**config.mk**
```make
export PLATFORM = sky130hd
export DESIGN_NAME = traffic_lamp_monitor
export DESIGN_NICKNAME = d
export VERILOG_FILES = /design/src/rtl/traffic_pkg.sv /design/src/rtl/lamp_vector_decoder.sv /design/src/rtl/traffic_lamp_monitor.sv
export SDC_FILE = /design/constraint.sdc
export NUM_CORES = 1
export LEC_CHECK = 0
export ABC_AREA = 0
export BUFFER_PORTS_ARGS = -buffer_cell sky130_fd_sc_hd__clkbuf_2
export CORE_MARGIN = 2
export CORE_UTILIZATION = 59
export CTS_CLUSTER_DIAMETER = 150
export DETAILED_ROUTE_END_ITERATION = 16
export GPL_TIMING_DRIVEN = 0
export HOLD_SLACK_MARGIN = 0.08
export PLACE_DENSITY = 0.88
export SYNTH_ARGS = -nofsm -noshare
export SYNTH_HDL_FRONTEND = slang
export SYNTH_SLANG_ARGS = --single-unit
```
**constraint.sdc**
```tcl
create_clock -name clk -period 3.8 [get_ports clk]
set_input_delay 0.57 -clock clk [delete_from_list [all_inputs] [get_ports clk]]
set_output_delay 0.57 -clock clk [all_outputs]
set_load 0.005 [all_outputs]
```
**src/rtl/traffic_pkg.sv**
```systemverilog
// traffic_pkg: shared phase encodings, legal lamp vectors, fault codes and monitor states
package traffic_pkg;

   typedef enum logic [1:0] {
      S0 = 2'd0,
      S1 = 2'd1,
      S2 = 2'd2,
      S3 = 2'd3
   } phase_e;

   // Lamp vectors ordered {RA,YA,GA,RB,YB,GB}
   localparam logic [5:0] LV_S0 = 6'b001100;
   localparam logic [5:0] LV_S1 = 6'b010100;
   localparam logic [5:0] LV_S2 = 6'b100001;
   localparam logic [5:0] LV_S3 = 6'b100010;

   localparam logic [2:0] FC_NONE    = 3'd0;
   localparam logic [2:0] FC_ILLEGAL = 3'd1;
   localparam logic [2:0] FC_TRANS   = 3'd2;
   localparam logic [2:0] FC_SHORT_Y = 3'd3;
   localparam logic [2:0] FC_DWELL   = 3'd4;

   typedef enum logic [1:0] {
      ACQUIRE = 2'd0,
      MONITOR = 2'd1,
      FAULT   = 2'd2
   } mon_state_e;

endpackage

```
**src/rtl/lamp_vector_decoder.sv**
```systemverilog
// lamp_vector_decoder: maps a 6-bit lamp vector to its phase and flags whether it is legal
module lamp_vector_decoder
   import traffic_pkg::*;
(
   input  logic [5:0] vec,
   output logic       legal,
   output logic [1:0] phase
);

   // Only the four phase vectors are legal; anything else decodes to S0 with legal low
   always_comb begin
      phase = (vec == LV_S1) ? S1 : (vec == LV_S2) ? S2 : (vec == LV_S3) ? S3 : S0;
      legal = (vec == LV_S0) || (vec == LV_S1) || (vec == LV_S2) || (vec == LV_S3);
   end

endmodule

```
**src/rtl/traffic_lamp_monitor.sv**
```systemverilog
// traffic_lamp_monitor: watches the controller lamps, checks vector legality, sequence and dwell, latches the first fault
module traffic_lamp_monitor
   import traffic_pkg::*;
#(
   parameter int MIN_YELLOW_CYC = 1,
   parameter int MAX_DWELL_CYC  = 255,
   parameter int FILTER_CYC     = 1
) (
   input  logic       clk,
   input  logic       rst,
   input  logic       RA,
   input  logic       YA,
   input  logic       GA,
   input  logic       RB,
   input  logic       YB,
   input  logic       GB,
   input  logic       clear_fault,
   output logic [1:0] phase,
   output logic       phase_valid,
   output logic       fault,
   output logic [2:0] fault_code,
   output logic       flash_req,
   output logic [7:0] fault_count
);

   logic [5:0]  vec_d, vec_q;
   logic        vld_q;
   logic        legal, ok, same, succ, short_y, dwell_to, ill_hit;
   logic [1:0]  dec_phase;
   logic [3:0]  ill_d, ill_q;
   logic [16:0] dwell_inc;
   logic [2:0]  mon_code, new_code;
   mon_state_e  state_d, state_q;
   logic [1:0]  phase_d, phase_q;
   logic [15:0] dwell_d, dwell_q;
   logic        first_d, first_q;
   logic        fault_d, fault_q, flash_q;
   logic [2:0]  code_d, code_q;
   logic [7:0]  cnt_d, cnt_q;

   assign vec_d = {RA, YA, GA, RB, YB, GB};

   lamp_vector_decoder u_dec (
      .vec   (vec_q),
      .legal (legal),
      .phase (dec_phase)
   );

   // Checks on the registered vector; vld_q masks the all-off value held just after reset
   always_comb begin
      ok        = vld_q & legal;
      ill_d     = (!vld_q || legal) ? 4'd0 : (&ill_q) ? ill_q : ill_q + 4'd1;
      ill_hit   = vld_q && !legal && (int'(ill_d) >= FILTER_CYC);
      dwell_inc = {1'b0, dwell_q} + 17'd1;
      same      = dec_phase == phase_q;
      succ      = dec_phase == 2'(phase_q + 2'd1);
      short_y   = succ && phase_q[0] && !first_q && (int'(dwell_inc) < MIN_YELLOW_CYC);
      dwell_to  = same && (MAX_DWELL_CYC != 0) && (int'(dwell_inc) == MAX_DWELL_CYC);
      mon_code  = ill_hit ? FC_ILLEGAL : !ok ? FC_NONE : (!same && !succ) ? FC_TRANS :
                  short_y ? FC_SHORT_Y : dwell_to ? FC_DWELL : FC_NONE;
   end

   // Monitor FSM: acquire the first legal phase, track the sequence, latch the first fault until cleared
   always_comb begin
      state_d  = state_q;
      phase_d  = phase_q;
      dwell_d  = dwell_q;
      first_d  = first_q;
      fault_d  = fault_q;
      code_d   = code_q;
      cnt_d    = cnt_q;
      new_code = FC_NONE;
      case (state_q)
         ACQUIRE: begin
            if (ok) begin
               state_d = MONITOR;
               phase_d = dec_phase;
               dwell_d = 16'd0;
               first_d = 1'b1;
            end else if (ill_hit) begin
               new_code = FC_ILLEGAL;
            end
         end
         MONITOR: begin
            new_code = mon_code;
            if (mon_code == FC_NONE && ok) begin
               if (same) begin
                  dwell_d = (&dwell_q) ? dwell_q : dwell_q + 16'd1;
               end else begin
                  phase_d = dec_phase;
                  dwell_d = 16'd0;
                  first_d = 1'b0;
               end
            end
         end
         FAULT: begin
            if (clear_fault) begin
               state_d = ACQUIRE;
               fault_d = 1'b0;
               code_d  = FC_NONE;
            end
         end
         default: state_d = ACQUIRE;
      endcase
      if (new_code != FC_NONE) begin
         state_d = FAULT;
         fault_d = 1'b1;
         code_d  = new_code;
         cnt_d   = (&cnt_q) ? cnt_q : cnt_q + 8'd1;
      end
   end

   // State and input registers, cleared immediately by rst
   always_ff @(posedge clk or posedge rst) begin
      if (rst) begin
         vec_q   <= 6'd0;
         vld_q   <= 1'b0;
         ill_q   <= 4'd0;
         state_q <= ACQUIRE;
         phase_q <= 2'd0;
         dwell_q <= 16'd0;
         first_q <= 1'b0;
         fault_q <= 1'b0;
         flash_q <= 1'b0;
         code_q  <= FC_NONE;
         cnt_q   <= 8'd0;
      end else begin
         vec_q   <= vec_d;
         vld_q   <= 1'b1;
         ill_q   <= ill_d;
         state_q <= state_d;
         phase_q <= phase_d;
         dwell_q <= dwell_d;
         first_q <= first_d;
         fault_q <= fault_d;
         flash_q <= fault_d;
         code_q  <= code_d;
         cnt_q   <= cnt_d;
      end
   end

   assign phase       = phase_q;
   assign phase_valid = state_q == MONITOR;
   assign fault       = fault_q;
   assign flash_req   = flash_q;
   assign fault_code  = code_q;
   assign fault_count = cnt_q;

endmodule

```
==> metrics.csv, run 1 <==
metric,value,unit
status,completed,
met2_length,2.94,mm
hold_depth,1,
critPathMaxFanout,10,
synth_async_sr_flop_share,100,%
cts_made_buffers,5,
clk_latency,0.30,ns
grt_max_degree,45,
synth_edf_count,0,
port_buffers,24,
p_total,1.10,mW
endpoint_kind,register,
fin_skew,0.00708,ns
vias,2463,
fp-row-count,24,
diodes,0,
routed.top_layer,met4,
multi_input_area,1520,um2
hold_viol,0,
synth_top_family_by_area,simple AND/OR/NAND/NOR gates,
cts_tree,yes,
grt_pass1_vias,2311,
synthCells,297,
holdWs,0.365,ns
die_area,5200,um2
die_x,72.1,um
clk_pin_slew,0.09,ns
fmax,312,MHz
drt-met1-wl,2.54,mm
synthToLayoutAreaGrowth,10.3,%
wl_met3,447,um
dr.pass1.iters,5,
fillers,326,
root_buffer,clkbuf_8,
netSwitchingFraction,30.3,%
synth_xor_area_share,4.16,%
post-cts-setup-buffer-count,0,
fin_setup_tns,0,ns
ir_worst_vdd,356,uV
drive_gt1_share,21.6,%
routed_wl,6.06,mm
synth-main-ff-cell,dfrtp_1,
internal_power,0.765,mW
clock-sinks,44,
p_seq_share,53.6,%
seq_area_frac_synth,40.2,%
post_cts_resized,0,
seqCellArea,1100,um2
hold_class,input pin to register,
htree_levels,2,
critPathArrivalTime,3.42,ns
startpoint_type,register,
p_leak,1.29,nW
syn_area,2740,um2
tightest_slew,0.924,ns
path_class,register to register,
drc_errors,0,
power_density,364,nW/um2
initialDrtViolationCount,240,
ios,25,
grt-ovfl-total,0,
setup_viol,0,
ant_nets,0,
synth_compound_area_share,23.2,%
synthMuxAreaShare,0.777,%
fin_crit,3.21,ns
core_area,4410,um2
rr_worst_depth,11,
hold_buffers,0,
avgSynthCellArea,9.22,um2
synth_fa_ha_area_share,1.83,%
grt_util_all_layers,25.0,%
ys_types,67,
cp_data_required_time,4.01,ns
synth_simple_gate_area_share,25.4,%
slew_viol_final,0,
dp_hpwl,4.32,mm
fin_crit_sh,84.4,%
gp_congestion,0.845,
die_h,72.1,um
ys_ff_latch,44,
wire_per_inst,15.9,um
place_area,2920,um2
clk_path_buf_depth,2,
p_switching,0.333,mW
antenna_found_initial,0,
clkPwrFrac,29.0,%
yosys_warnings,0,
rsz0062_at_grt,no,
slew_headroom,37.8,%
syn_nets,310,
p_comb_share,17.5,%
floorplan.initialDensity,62.0,%
grt_pass1_wl,10.4,mm
stdcell_area,3020,um2
drv_cap,0,
fin_nets,341,
vias_per_cell,6.46,
[cell usage after synthesis, drive strengths merged (6+ instances only)]
cell type   n  share of area [%]
dfrtp      44                 40
nand2      29                4.1
o21ai      24                5.3
nor2       21                3.2
nand3      15                2.7
a21oi      14                3.0
buf        12                2.5
xnor2      11                3.5
a31oi      10                2.3
and3       10                2.3
nand4      10                2.3
nor3        8                1.8
inv         7               0.96
clkbuf      6               0.82
o211ai      6                2.0
[logic make-up after synthesis]
kind of cell,count (synthesis)
adders and majority gates,4
xor gates and xnor gates,13
buffers and inverters,25
DFF,44
AOI/OAI and AO/OA,84
and+or+nand+nor,124
muxes,2
other,1
[critical path, stage by stage (launching register included)]
cell	delay [ns]
dfrtp_1	0.49
ha_1	0.22
buf_2	0.17
and3_1	0.25
or3_1	0.33
a211o_1	0.27
a211oi_2	0.50
nand2_1	0.17
o21ai_4	0.34
buf_6	0.23
nand2_1	0.07
o31ai_1	0.07
[registers in the layout, summed over array words and instances (netlist names)]
| register | cells |
|---|---|
| dwell_q | 16 |
| fault_code | 3 |
| fault_count | 8 |
| first_q | 1 |
| flash_req | 1 |
| ill_q | 4 |
| phase | 2 |
| state_q | 2 |
| vec_q | 6 |
| vld_q | 1 |
[placed cells by master (no fill, tap or decap), types with 6 or more instances in the layout]
cell / netlist / final
nor3_1: 6 / 6
nand2_1: 28 / 28
clkbuf_1: 6 / 6
clkbuf_8: 0 / 6
nand3_1: 15 / 15
dfrtp_1: 44 / 44
and3_1: 10 / 10
nand4_1: 10 / 10
nor2_1: 17 / 17
o21ai_0: 15 / 15
xnor2_1: 11 / 11
buf_2: 10 / 10
a31oi_1: 10 / 10
a21oi_1: 13 / 13
clkbuf_2: 0 / 24
[through the flow]
stage	instances	utilization [%]	worst slack, ns
after CTS	381	68.5	0.626
final	381	68.5	0.592
after global routing	381	68.5	0.310
after detailed placement	373	66.2	0.631
after global placement	373	66.2	0.707
after floorplan	297	-	0.987
[final timing paths]
path	startpoint	to	slack (ns)
setup / recovery	dwell_q[1]	phase[1]	0.59
hold / removal	GB	vec_q[0]	0.36
setup reg to reg	dwell_q[1]	phase[1]	0.59
hold reg to reg	fault_count[7]	fault_count[7]	0.49
max in group asynchronous	rst	dwell_q[12]	2.78
min in group asynchronous	rst	vld_q	0.44
[layer usage]
layer	vias up	global-route usage, %
met2	114	41.4
met4	0	6.92
met3	20	5.14
met1	1157	33.5
li1	1172	-
met5	-	0
[final cells by class]
cell class | instances | area share [%]
Multi-Input combinational cell | 228 | 50.3
Sequential cell | 44 | 36.4
Timing Repair Buffer | 24 | 3.98
Buffer | 18 | 3.02
Clock buffer | 6 | 2.73
Tap cell | 52 | 2.15
Inverter | 7 | 0.870
Clock inverter | 2 | 0.497
[power by group through the flow]
stage	clock, mW	combinational, mW	sequential, mW
finish	0.318	0.192	0.589
global route	0.334	0.216	0.597
CTS	0.318	0.196	0.587
detailed placement	0	0.196	0.595
global placement	0	0.187	0.592
floorplan	0	0.122	0.585
No activity file was read; power rests on OpenSTA's default activity.
==> run 2: changes to the inputs <==
ABC_AREA = 1   (was 0)
CORE_UTILIZATION = 54   (was 59)
PLACE_DENSITY = 0.85   (was 0.88)
clock period = 2.82 ns   (was 3.8 ns; I/O delays follow)
==> run 2 against run 1 <==
Effect of this change: critical path depth is 5 higher; clock skew down 0.0029 ns; sequential share of layout area fell by 2.4 points; non-clock buffer count down 11; clock power rose by 56%; hold slack lost 0.27 ns; sequential cell count unchanged; combinational power increased by 44%; register-to-register slack worse by 0.32 ns.
==> metrics.csv, run 2 <==
metric,value,unit,change
status,completed,,
endpoint_kind,register,,
slowest_delay,0.50,ns,about the same
avgSynthCellArea,6.81,um2,-26%
clk_latency,0.30,ns,about the same
die_x,77.2,um,+7.0%
fin_crit_sh,90.3,%,+5.9 points
synth_edf_count,0,,unchanged
htree_levels,2,,unchanged
fp-row-count,26,,+8.3%
diodes,0,,unchanged
drc_errors,0,,unchanged
seq_area_frac_synth,38.1,%,-2.1 points
die_area,5960,um2,+15%
grt_max_degree,26,,-42%
synth_area_leaders,"dfrtp_1 (38%), nand2_1 (21%), nand3_1 (9.5%)",,
drv_cap,0,,unchanged
worst-path-buf-inv,2,,unchanged
ir_worst_vdd,409,uV,+15%
synthCells,425,,+43%
cts_tree,yes,,
path_cells,ha_1 -> nand2_1 -> nor2_4 -> nand3_1 -> nand2_2 -> nand2_1 -> nor2_1 -> nand3_1 -> nor2_1 -> nand2_1 -> nand2_2 -> nand2_4 -> buf_6 -> buf_12 -> nand3_1 -> nand2_1,,
grt-ovfl-total,0,,unchanged
dp_hpwl,4.85,mm,+12%
final_core_util,63.0,%,-5.5 points
grt_util_all_layers,23.7,%,-1.3 points
fin_ws,0.274,ns,-0.318 ns
hold_viol,0,,unchanged
yosys_warnings,0,,unchanged
cp_top_family,simple AND/OR/NAND/NOR gates,,
fin_crit,2.55,ns,-0.662 ns
hold_buffers,0,,unchanged
p_total,1.53,mW,+39%
dp_cells,520,,+39%
stdcell_area,3240,um2,+7.1%
critPathArrivalTime,2.74,ns,-0.68 ns
initialDrtViolationCount,192,,-20%
clock-sinks,44,,unchanged
rsz0062_at_grt,no,,
clk_pin_slew,0.09,ns,about the same
antenna_found_initial,0,,unchanged
grt_pass1_wl,11.6,mm,+12%
layout.cells.non_filler,528,,+39%
root_buffer,clkbuf_8,,
holdWs,0.0939,ns,-0.271 ns
ios,25,,unchanged
port_buffers,24,,unchanged
syn_nets,438,,+41%
largest_reg_flops,16,,unchanged
fin_setup_tns,0,ns,unchanged
crit_top_cell,nand2_1,,
dp_slack,0.332,ns,-0.298 ns
ys_ff_latch,44,,unchanged
cts_made_buffers,5,,unchanged
synth_top_area_share,38.1,%,-2.1 points
wire_per_inst,12.1,um,-24%
synth-main-ff-cell,dfrtp_1,,
synthToLayoutAreaGrowth,11.9,%,
critPathSlowestCell,dfrtp_1,,
vias,2785,,+13%
dr.pass1.iters,5,,unchanged
p_leak,1.67,nW,+29%
critPathMaxFanout,10,,unchanged
cp_data_required_time,3.02,ns,-0.99 ns
grt_pass1_vias,2742,,+19%
fillers,479,,+47%
yosysMostFrequentCell,nand2_1,,
clk_path_buf_depth,2,,unchanged
syn_area,2890,um2,+5.6%
synth_async_sr_flop_share,100,%,unchanged
top_register,dwell_q,,
hold_class,input pin to asynchronous set/reset pin,,
fin_nets,470,,+38%
power_density,474,nW/um2,+30%
place_area,3120,um2,+6.7%
fmax,393,MHz,+26%
layout_commonest_cell,nand2_1,,
vias_per_cell,5.27,,-18%
drive_gt1_share,14.4,%,-7.2 points
path_class,register to register,,
startpoint_type,register,,
gp_congestion,0.878,,+3.9%
fin_skew,0.00415,ns,-0.00293 ns
post-cts-setup-buffer-count,0,,unchanged
synth_commonest_cells,"nand2_1 (160), nand3_1 (55), inv_1 (48)",,
ys_types,29,,-57%
routed_wl,6.41,mm,+5.8%
final_cell_mix,"nand2_1 (160), nand3_1 (55), inv_1 (47), nor2_1 (46), dfrtp_1 (44)",,
core_area,5140,um2,+16%
post_cts_resized,0,,unchanged
floorplan.initialDensity,56.3,%,-5.8 points
slew_viol_final,0,,unchanged
die_h,77.2,um,+7.0%
synth_top_cell_by_area,dfrtp_1,,
ant_nets,0,,unchanged
setup_viol,0,,unchanged
run 2: cell families after synthesis:
| family | Yosys count | share of synthesized area [%] |
|---|---|---|
| xor+xnor | 8 | 2.42 |
| flops | 44 | 38.1 |
| fa+ha+maj | 4 | 1.73 |
| mux | 1 | 0.389 |
| compound gates | 15 | 2.90 |
| simple gates | 296 | 45.8 |
| other cells | 1 | 0.130 |
| buf+inv | 56 | 8.61 |
run 2: per-layer routing:
layer / share of wire, % / track usage (%) / wire, um
met1: 44 / 28.6 / 2800
met2: 50 / 42.4 / 3230
met3: 4.8 / 3.88 / 309
met4: 1.2 / 8.57 / 78
met5: 0 / 0 / 0
run 2: final cells by class:
cell class,instances,area (um2),area share [%]
tap,70,87.6,2.71
buffer,6,61.3,1.89
clock buffer,5,68.8,2.13
multi-input combinational,325,1540,47.7
inverter,50,188,5.80
timing repair buffer,25,140,4.33
sequential,44,1100,34.0
clock inverter,3,46.3,1.43
run 2: worst paths after layout:
check	endpoint	cells after the start	slack [ns]	start
max	dwell_q[0]	16	0.27	dwell_q[0]
min	vec_q[3]	2	0.09	rst
max reg2reg	dwell_q[0]	16	0.27	dwell_q[0]
min reg2reg	state_q[1]	1	0.45	state_q[0]
max in group asynchronous	dwell_q[10]	3	2.25	rst
min in group clk	vec_q[4]	1	0.22	YA
run 2: worst reg2reg max path, cell delays in order, from the launching register on:
cell and delay [ns]:
dfrtp_1 0.50, ha_1 0.24, nand2_1 0.11, nor2_4 0.21
nand3_1 0.12, nand2_2 0.10, nand2_1 0.06, nor2_1 0.17
nand3_1 0.10, nor2_1 0.17, nand2_1 0.09, nand2_2 0.09
nand2_4 0.06, buf_6 0.16, buf_12 0.15, nand3_1 0.07
nand2_1 0.06
run 2: power breakdown:
group,switching (mW),internal (mW),total [mW]
sequential,0.0670,0.694,0.761
clock,0.229,0.267,0.496
combinational,0.157,0.119,0.276
